--- src/rtl/rob_commit_unit.sv ---
// rob_commit_unit
// In-order reorder buffer with single-instruction retirement.
// The block hands one ROB tag to each renamed instruction. It marks entries
// complete from three functional-unit strobes and retires the oldest entry
// once that entry is complete. A branch mispredict squashes every entry
// younger than the branch.
//
// Ports:
//   clk, rstn                       clock, asynchronous active-low reset
//   alloc_valid/pd_new/pd_old/pc    rename-stage allocation request
//   alloc_ready, alloc_tag          combinational grant and tag (= tail)
//   alu_/mem_/b_done + *_tag        completion strobes
//   mispredict, mispredict_tag      branch mispredict, qualified by b_done
//   commit_valid/tag/pd_new/pd_old/pc   registered retirement report
//   flush                           registered one-cycle squash pulse
//   rob_empty, rob_count            occupancy status
module rob_commit_unit #(
    parameter int DEPTH  = 32,
    parameter int PREG_W = 7,
    localparam int TAG_W = $clog2(DEPTH),
    localparam int CNT_W = TAG_W + 1
) (
    input  logic              clk,
    input  logic              rstn,
    input  logic              alloc_valid,
    input  logic [PREG_W-1:0] alloc_pd_new,
    input  logic [PREG_W-1:0] alloc_pd_old,
    input  logic [31:0]       alloc_pc,
    output logic              alloc_ready,
    output logic [TAG_W-1:0]  alloc_tag,
    input  logic              alu_done,
    input  logic [TAG_W-1:0]  alu_tag,
    input  logic              mem_done,
    input  logic [TAG_W-1:0]  mem_tag,
    input  logic              b_done,
    input  logic [TAG_W-1:0]  b_tag,
    input  logic              mispredict,
    input  logic [TAG_W-1:0]  mispredict_tag,
    output logic              commit_valid,
    output logic [TAG_W-1:0]  commit_tag,
    output logic [PREG_W-1:0] commit_pd_new,
    output logic [PREG_W-1:0] commit_pd_old,
    output logic [31:0]       commit_pc,
    output logic              flush,
    output logic              rob_empty,
    output logic [CNT_W-1:0]  rob_count
);

    localparam logic [DEPTH-1:0] ONE_HOT0 = {{(DEPTH-1){1'b0}}, 1'b1};
    localparam logic [TAG_W-1:0] TAG_ONE  = {{(TAG_W-1){1'b0}}, 1'b1};
    localparam logic [CNT_W-1:0] CNT_ONE  = {{(CNT_W-1){1'b0}}, 1'b1};
    localparam logic [CNT_W-1:0] CNT_FULL = CNT_W'(DEPTH);

    logic [DEPTH-1:0]  valid_r;
    logic [DEPTH-1:0]  complete_r;
    logic [PREG_W-1:0] pd_new_r [DEPTH];
    logic [PREG_W-1:0] pd_old_r [DEPTH];
    logic [31:0]       pc_r     [DEPTH];
    logic [TAG_W-1:0]  head_r;
    logic [TAG_W-1:0]  tail_r;
    logic [CNT_W-1:0]  count_r;

    logic              commit_valid_r;
    logic [TAG_W-1:0]  commit_tag_r;
    logic [PREG_W-1:0] commit_pd_new_r;
    logic [PREG_W-1:0] commit_pd_old_r;
    logic [31:0]       commit_pc_r;
    logic              flush_r;

    logic              head_commit_s;
    logic              flush_s;
    logic              alloc_ready_s;
    logic              alloc_fire_s;
    logic [TAG_W-1:0]  off_m_s;
    logic [CNT_W-1:0]  flush_count_s;
    logic [DEPTH-1:0]  done_mask_s;
    logic [DEPTH-1:0]  alloc_mask_s;
    logic [DEPTH-1:0]  commit_mask_s;
    logic [DEPTH-1:0]  squash_mask_s;
    logic [DEPTH-1:0]  branch_mask_s;
    logic [DEPTH-1:0]  valid_nxt_s;
    logic [DEPTH-1:0]  complete_nxt_s;

    // Control decode: retire, mispredict and allocation qualification.
    always_comb begin
        head_commit_s = valid_r[head_r] & complete_r[head_r];
        // A mispredict naming an unoccupied slot has no branch to anchor to.
        flush_s       = b_done & mispredict & valid_r[mispredict_tag];
        alloc_ready_s = (count_r != CNT_FULL) & ~flush_s;
        alloc_fire_s  = alloc_valid & alloc_ready_s;
        // Age of the branch relative to head; survivors are ages 0..off_m_s.
        off_m_s       = mispredict_tag - head_r;
        flush_count_s = {1'b0, off_m_s} + CNT_ONE - CNT_W'(head_commit_s);
    end

    // Per-entry valid/complete next state built from one-hot event masks.
    always_comb begin
        logic [TAG_W-1:0] off_i_v;
        done_mask_s   = ((alu_done ? (ONE_HOT0 << alu_tag) : {DEPTH{1'b0}}) |
                         (mem_done ? (ONE_HOT0 << mem_tag) : {DEPTH{1'b0}}) |
                         (b_done   ? (ONE_HOT0 << b_tag)   : {DEPTH{1'b0}})) & valid_r;
        alloc_mask_s  = alloc_fire_s  ? (ONE_HOT0 << tail_r)         : {DEPTH{1'b0}};
        commit_mask_s = head_commit_s ? (ONE_HOT0 << head_r)         : {DEPTH{1'b0}};
        branch_mask_s = flush_s       ? (ONE_HOT0 << mispredict_tag) : {DEPTH{1'b0}};
        squash_mask_s = {DEPTH{1'b0}};
        off_i_v       = {TAG_W{1'b0}};
        for (int i = 0; i < DEPTH; i++) begin
            off_i_v          = TAG_W'(i) - head_r;
            squash_mask_s[i] = flush_s & (off_i_v > off_m_s);
        end
        // Squash and retire clear last, so late completions to dead slots are lost.
        valid_nxt_s    = (valid_r | alloc_mask_s) & ~commit_mask_s & ~squash_mask_s;
        complete_nxt_s = (complete_r | done_mask_s | branch_mask_s)
                         & ~alloc_mask_s & ~commit_mask_s & ~squash_mask_s;
    end

    // Pointer, occupancy and status-bit registers.
    always_ff @(posedge clk or negedge rstn) begin
        if (!rstn) begin
            valid_r    <= {DEPTH{1'b0}};
            complete_r <= {DEPTH{1'b0}};
            head_r     <= {TAG_W{1'b0}};
            tail_r     <= {TAG_W{1'b0}};
            count_r    <= {CNT_W{1'b0}};
        end else begin
            valid_r    <= valid_nxt_s;
            complete_r <= complete_nxt_s;
            head_r     <= head_commit_s ? (head_r + TAG_ONE) : head_r;
            if (flush_s) begin
                tail_r  <= mispredict_tag + TAG_ONE;
                count_r <= flush_count_s;
            end else begin
                tail_r  <= alloc_fire_s ? (tail_r + TAG_ONE) : tail_r;
                count_r <= count_r + CNT_W'(alloc_fire_s) - CNT_W'(head_commit_s);
            end
        end
    end

    // Entry payload storage, written at tail on allocation.
    always_ff @(posedge clk or negedge rstn) begin
        if (!rstn) begin
            for (int i = 0; i < DEPTH; i++) begin
                pd_new_r[i] <= {PREG_W{1'b0}};
                pd_old_r[i] <= {PREG_W{1'b0}};
                pc_r[i]     <= 32'h0000_0000;
            end
        end else if (alloc_fire_s) begin
            pd_new_r[tail_r] <= alloc_pd_new;
            pd_old_r[tail_r] <= alloc_pd_old;
            pc_r[tail_r]     <= alloc_pc;
        end
    end

    // Registered retirement report and flush pulse.
    always_ff @(posedge clk or negedge rstn) begin
        if (!rstn) begin
            commit_valid_r  <= 1'b0;
            commit_tag_r    <= {TAG_W{1'b0}};
            commit_pd_new_r <= {PREG_W{1'b0}};
            commit_pd_old_r <= {PREG_W{1'b0}};
            commit_pc_r     <= 32'h0000_0000;
            flush_r         <= 1'b0;
        end else begin
            flush_r        <= flush_s;
            commit_valid_r <= head_commit_s;
            if (head_commit_s) begin
                commit_tag_r    <= head_r;
                commit_pd_new_r <= pd_new_r[head_r];
                commit_pd_old_r <= pd_old_r[head_r];
                commit_pc_r     <= pc_r[head_r];
            end else begin
                commit_tag_r    <= {TAG_W{1'b0}};
                commit_pd_new_r <= {PREG_W{1'b0}};
                commit_pd_old_r <= {PREG_W{1'b0}};
                commit_pc_r     <= 32'h0000_0000;
            end
        end
    end

    assign alloc_ready   = alloc_ready_s;
    assign alloc_tag     = tail_r;
    assign commit_valid  = commit_valid_r;
    assign commit_tag    = commit_tag_r;
    assign commit_pd_new = commit_pd_new_r;
    assign commit_pd_old = commit_pd_old_r;
    assign commit_pc     = commit_pc_r;
    assign flush         = flush_r;
    assign rob_empty     = (count_r == {CNT_W{1'b0}});
    assign rob_count     = count_r;

endmodule
--- config.mk ---
export PLATFORM = sky130hd
export DESIGN_NAME = rob_commit_unit
export DESIGN_NICKNAME = d
export VERILOG_FILES = /design/src/rtl/rob_commit_unit.sv
export SDC_FILE = /design/constraint.sdc
export NUM_CORES = 2
export LEC_CHECK = 0
export ABC_CLOCK_PERIOD_IN_PS = 5050
export CELL_PAD_IN_SITES_DETAIL_PLACEMENT = 2
export CELL_PAD_IN_SITES_GLOBAL_PLACEMENT = 2
export CORE_MARGIN = 2
export CORE_UTILIZATION = 42
export CTS_CLUSTER_DIAMETER = 60
export CTS_CLUSTER_SIZE = 10
export DETAILED_ROUTE_END_ITERATION = 16
export HOLD_SLACK_MARGIN = 0.06
export PLACE_DENSITY = 0.83
export SKIP_LAST_GASP = 1
export SLEW_MARGIN = 20
export SYNTH_ARGS = -nofsm -noshare
export SYNTH_HDL_FRONTEND = slang
export SYNTH_SLANG_ARGS = --single-unit
--- constraint.sdc ---
create_clock -name clk -period 5.05 [get_ports clk]
set_clock_uncertainty 0.05 [all_clocks]
set_input_delay 0.505 -clock clk [delete_from_list [all_inputs] [get_ports clk]]
set_output_delay 0.505 -clock clk [all_outputs]
set_load 0.01 [all_outputs]
After elaboration in Yosys (flattened, before gate mapping)
Index checks and enable logic that the tools add are counted.

Output and inout port bits: 66. Logic and storage cells: 283. Register bits: 1605. Bits of input ports: 73.

Add/sub/neg operators: 40. Order comparisons: 37. Bitwise operators: 54. Eq/ne operators: 1. Shift operators: 6. Reductions and logical operators: 3. Mux-type cells: 35.

Operators by type and width (number): 1024-bit bitwise mux (1); 224-bit bitwise mux (2); 32-bit 2-to-1 mux (10); 32-bit bitwise AND (6); 1-bit by 5-bit << shifter with 32-bit output, first input constant (6); 32-bit binary-select mux with 5-bit select (1); 32-bit demux with 5-bit select (1); 5-bit greater-than comparator (32); 32-bit OR (5); 32-bit NOT (3); 5-bit subtractor, first input constant (16); 7-bit binary-select mux with 5-bit select (2); 7-bit 2-to-1 mux (7); 4-bit by 5-bit subtractor with 5-bit output, first input constant (8); 1-bit bitwise AND (37); 7-bit demux with 5-bit select (1); 3-bit by 5-bit subtractor with 5-bit output, first input constant (4); 5-bit by 1-bit adder with 5-bit output, second input constant (3); 1-bit binary-select mux with 5-bit select (3); 5-bit 2-to-1 mux (3); 6-bit greater-or-equal comparator, second input constant (2); 5-bit by 6-bit < comparator with 1-bit output, second input constant (2); 5-bit NOT with 6-bit output (2); 6-bit by 1-bit subtractor with 6-bit output (2); 13 further kinds (17).

Logic depth before layout (Yosys ltp)
Word-level depth: 11. Depth in mapped cells: 22. Depth with buffers taken out: 17.

Least setup slack after synthesis
Ideal clock, no wire load.

Kind: register to register. Start: register head_r[1]. End: register valid_r[31]. Required time: 4916 ps. Setup slack: -76 ps. Period minus slack after synthesis: 5126 ps. Data arrival time: 4992 ps. Stages on the path, launching flop included: 18. Path buffers: 6. Library setup time: 84 ps. Cells stage by stage: dfrtp_1 clkbuf_1 buf_4 buf_4 clkbuf_1 clkbuf_1 clkbuf_1 inv_1 ha_1 a21o_1 a21oi_1 xor2_1 ha_1 a21boi_0 or2_2 a21o_1 a32oi_1 a21boi_0.

Cells in the longest elaborated chain, start to end: 7. Elaborated cells on any way between the ends: 15. Classes of those cells: add/sub (2); order compare (1); shift (1); mux (5); bitwise (6).

Ends and longest elaborated chain: from (decl) (RTL line 59) `logic [TAG_W-1:0] head_r;`; from (signal assigned) (RTL line 122) `head_r <= {TAG_W{1'b0}};`; from (signal assigned) (RTL line 128) `head_r <= head_commit_s ? (head_r + TAG_ONE) : head_r;`; branches (longest 6 deep; another with 5-bit subtractor); 32-bit bitwise AND (*) (RTL line 112) `valid_nxt_s = (valid_r | alloc_mask_s) & ~commit_mask_s & ~squash_mask_s;`; named net valid_nxt_s[31] (RTL line 81) `logic [DEPTH-1:0] valid_nxt_s;`; to (signal assigned) (RTL line 120) `valid_r <= {DEPTH{1'b0}};`; to (signal assigned) (RTL line 126) `valid_r <= valid_nxt_s;`; to (decl) (RTL line 54) `logic [DEPTH-1:0] valid_r;`.

Mark *: on every way through the listed nets, which the timed path passes. The select of a mux whose other input is x is not followed. A chain may end at the register's enable or synchronous reset.

Worst setup path after layout
Start: register head_r[2]. End: register complete_r[30].

Cells in the longest elaborated chain, start to end: 7. Elaborated cells on any way between the ends: 15. Classes of those cells: add/sub (2); order compare (1); shift (1); mux (5); bitwise (6).

Ends and longest elaborated chain: branches (longest 6 deep; another with 5-bit subtractor); 32-bit bitwise AND (*) (RTL line 114) `& ~alloc_mask_s & ~commit_mask_s & ~squash_mask_s;`; named net complete_nxt_s[30] (RTL line 82) `logic [DEPTH-1:0] complete_nxt_s;`; to (signal assigned) (RTL line 121) `complete_r <= {DEPTH{1'b0}};`; to (signal assigned) (RTL line 127) `complete_r <= complete_nxt_s;`; to (decl) (RTL line 55) `logic [DEPTH-1:0] complete_r;`.

Marks and branches as above.

==> impl_metrics.yaml <==
sta:
  hold_viol: 0
  max_freq_mhz: 215
  slew_viol_final: 0
  final.min_clock_period_ns: 4.66
  post-route-period-util_pct: 92.2
  worst_pin_slew_ns: 1.30
  finalSetupViolCount: 0
  maxSlewHeadroom_pct: 12.8
  rsz0062_at_grt: "false"
  tns_ns: 0
drt:
  drt_first_iter_violations: 5694
  wl_per_cell_um: 44.2
  vias_per_cell: 6.91
  wl_um: 329000
  ant_nets: 0
  drc: 0
  via_count: 51400
  drt-pass1-iter-count: 5
setup_path:
  critPathMaxFanout: 36
  startpoint_type: "register"
  path_cells: "buf_4, buf_4, ha_1, inv_1, o21ai_0, xnor2_1, inv_1, ha_1, a21boi_0, o21ai_0, a32oi_1, a22oi_1, and3_1"
  arrival_ns: 5.40
  critPathLaunch: "head_r[2]"
  cp_slowest_stage_delay_ns: 0.81
  cp_slowest_cell: "buf_4"
  end_kind: "register"
  timing.rr.end: "complete_r[30]"
  ff2ff_path_depth: 13
  r2r_slack_ns: 0.39
  reg2reg_from: "head_r[2]"
  critPathKind: "reg2reg"
  crit_required_ns: 5.79
final_layout:
  area_growth_syn_to_layout_pct: 12.7
  nets: 5188
  fin_cells: 7436
  multi_input_area_mm2: 0.0336
  seq_area_mm2: 0.0402
  drive_above_1_share_pct: 46.5
  fillCellCount: 16200
floorplan:
  rows: 156
  die_height_um: 429
  core_mm2: 0.180
  start_util_pct: 42.1
  chipWidth_um: 429
  io_pins: 139
  die_area_mm2: 0.184
place:
  dpl.hpwl_um: 157000
  dp_cells: 7193
  place.gp.congestion: 0.887
  portBuffers: 138
logic_synthesis:
  synth.most_common_cell: "dfrtp_1"
  synthTopCellsByCount: "dfrtp_1 (1605), mux2_2 (1419), mux4_2 (470), clkbuf_1 (280), nand2_1 (153)"
  netlist_area_mm2: 0.0759
  syn_avg_cell_area_um2: 15.2
  syn_inst: 5005
  yosysUniqueCellTypes: 64
  ys_async_sr_fraction_pct: 100
  ys_ff_latch: 1605
  synth_area_leaders: "dfrtp_1 (53%), mux2_2 (21%), mux4_2 (14%)"
  synth_ff_type: "dfrtp_1"
  yosysWarningCount: 0
  syn_nets: 5180
  yosysSeqAreaShare_pct: 52.9
  synth_top_area_share_pct: 52.9
  synth_area_leader_cell: "dfrtp_1"
  synth_enable_flop_cells: 0
power_and_ir_drop:
  power_density_mw_per_mm2: 716
  ir_worst_vdd_v: 0.000493
  power_leakage_nw: 37.8
clock_network:
  path_clk_slew_ns: 0.06
  ctsHoldBuffers: 1
  cts_sinks: 1605
  cts-root-buf: "clkbuf_16"
  postCtsSetupBuffers: 0
  insertion_delay_ns: 0.90
  clk_path_buf_depth: 3
  cts_htree_levels: 4
  cts_resized: 0
  numCtsBuffers: 187
  tritoncts: "done"
worst_hold_path:
  hold_path_class: "in2async"
global_route:
  grt_max_degree: 161
  grt_pass1_vias: 56500
  grt_pass1_wl_um: 438000
  antenna_found_initial: 18
  grt_use_total_pct: 32.8
  grt-ovfl-total: 0
flow_run:
  cap_violations: 0
status:
  status: "finished clean"
-- routing by layer --
| metal | wire [um] | vias to the layer above | track usage (%) |
|---|---|---|---|
| li1 | - | 18500 | - |
| met1 | 120000 | 28100 | 40.2 |
| met2 | 158000 | 3455 | 54.0 |
| met3 | 25500 | 1348 | 6.31 |
| met4 | 25100 | 18 | 19.4 |
| met5 | 113 | - | 0 |
-- worst max-delay path, delay by kind of cell (launching register included) --
family                   cells  cell delay [ns]
AO/OA/AOI/OAI                5             1.20
AND/OR/NAND/NOR              1             0.28
buffers and inverters        4             1.51
XOR/XNOR                     1             0.23
flip-flops                   1             0.59
adder cells (fa/ha/maj)      2             0.67
-- flip-flops by register name, summed over array words and instances, names as in the netlist --
signal         count
alloc_tag          5
commit_pc         32
commit_pd_new      7
commit_pd_old      7
commit_tag         5
commit_valid       1
complete_r        32
flush              1
head_r             5
pc_r            1024
pd_new_r         224
pd_old_r         224
rob_count          6
valid_r           32
-- stage by stage --
stage          total power [W]  instance area, um^2  utilization [%]  setup slack (ns)  hold WS (ns)
3_3_place_gp            0.0415                80500             44.7             0.367         0.412
4_1_cts                 0.0593                85700             47.6             0.663         0.233
3_5_place_dp            0.0443                80500             44.7             0.193         0.424
6_report                0.0613                85600             47.5             0.394         0.182
5_1_grt                 0.0628                85600             47.5             0.360         0.252
2_1_floorplan           0.0362                75900                -            0.0267         0.159
-- area by class of cell --
cell class / count / share of cell area (%)
Antenna cell: 12 / 0.0351
Clock buffer: 203 / 5.64
Clock inverter: 27 / 0.529
Inverter: 95 / 0.428
Multi-Input combinational cell: 2849 / 39.3
Sequential cell: 1605 / 47.0
Tap cell: 2370 / 3.47
Timing Repair Buffer: 275 / 3.67
-- placed cells by master, fill, tap and decap left out, types with 9 or more instances in the layout --
cell	count
a21boi_0	25
a21o_1	24
a21oi_1	101
a22oi_1	19
a32oi_1	32
and3_1	23
and3b_1	12
buf_12	74
buf_2	43
buf_4	62
clkbuf_1	10
clkbuf_16	189
clkdlybuf4s50_1	94
dfrtp_1	1600
diode_2	12
ha_1	100
inv_1	91
inv_6	9
mux2_1	59
mux2_2	1419
mux2i_1	26
mux4_2	470
nand2_1	141
nand2_4	12
nand2b_1	16
nand3_1	47
nor2_1	41
nor2_4	9
nor2b_1	21
nor3_1	10
o21a_1	17
o21ai_0	78
o221ai_1	13
o22a_1	9
xnor2_1	27
xor2_1	13
-- cells by family (layout without fill, tap and decap cells) --
logic type	after synthesis	count (layout)	synth area share [%]
multiplexers	1974	1974	36.2
flip-flops	1605	1605	52.9
buffers and inverters	551	600	3.18
AND/OR/NAND/NOR	378	378	2.49
AO/OA/AOI/OAI	353	353	3.04
adder cells (fa/ha/maj)	102	102	1.70
XOR/XNOR	42	42	0.485
other	0	12	0
-- where the power goes --
| group | total [W] | internal (W) | switching (W) |
|---|---|---|---|
| registers | 0.0242 | 0.0186 | 0.00558 |
| logic | 0.0240 | 0.0119 | 0.0122 |
| clock network | 0.0131 | 0.00692 | 0.00619 |
-- how the worst max path moves through the flow --
stage,end,slack (ns),cells after the start
floorplan,complete_r[15],0.03,17
global placement,pc_r[230],0.37,9
detailed placement,pc_r[233],0.19,9
CTS,complete_r[30],0.66,13
global route,valid_r[30],0.36,13
finish,complete_r[30],0.39,13
Note: power is estimated with default switching activity, not from simulation.
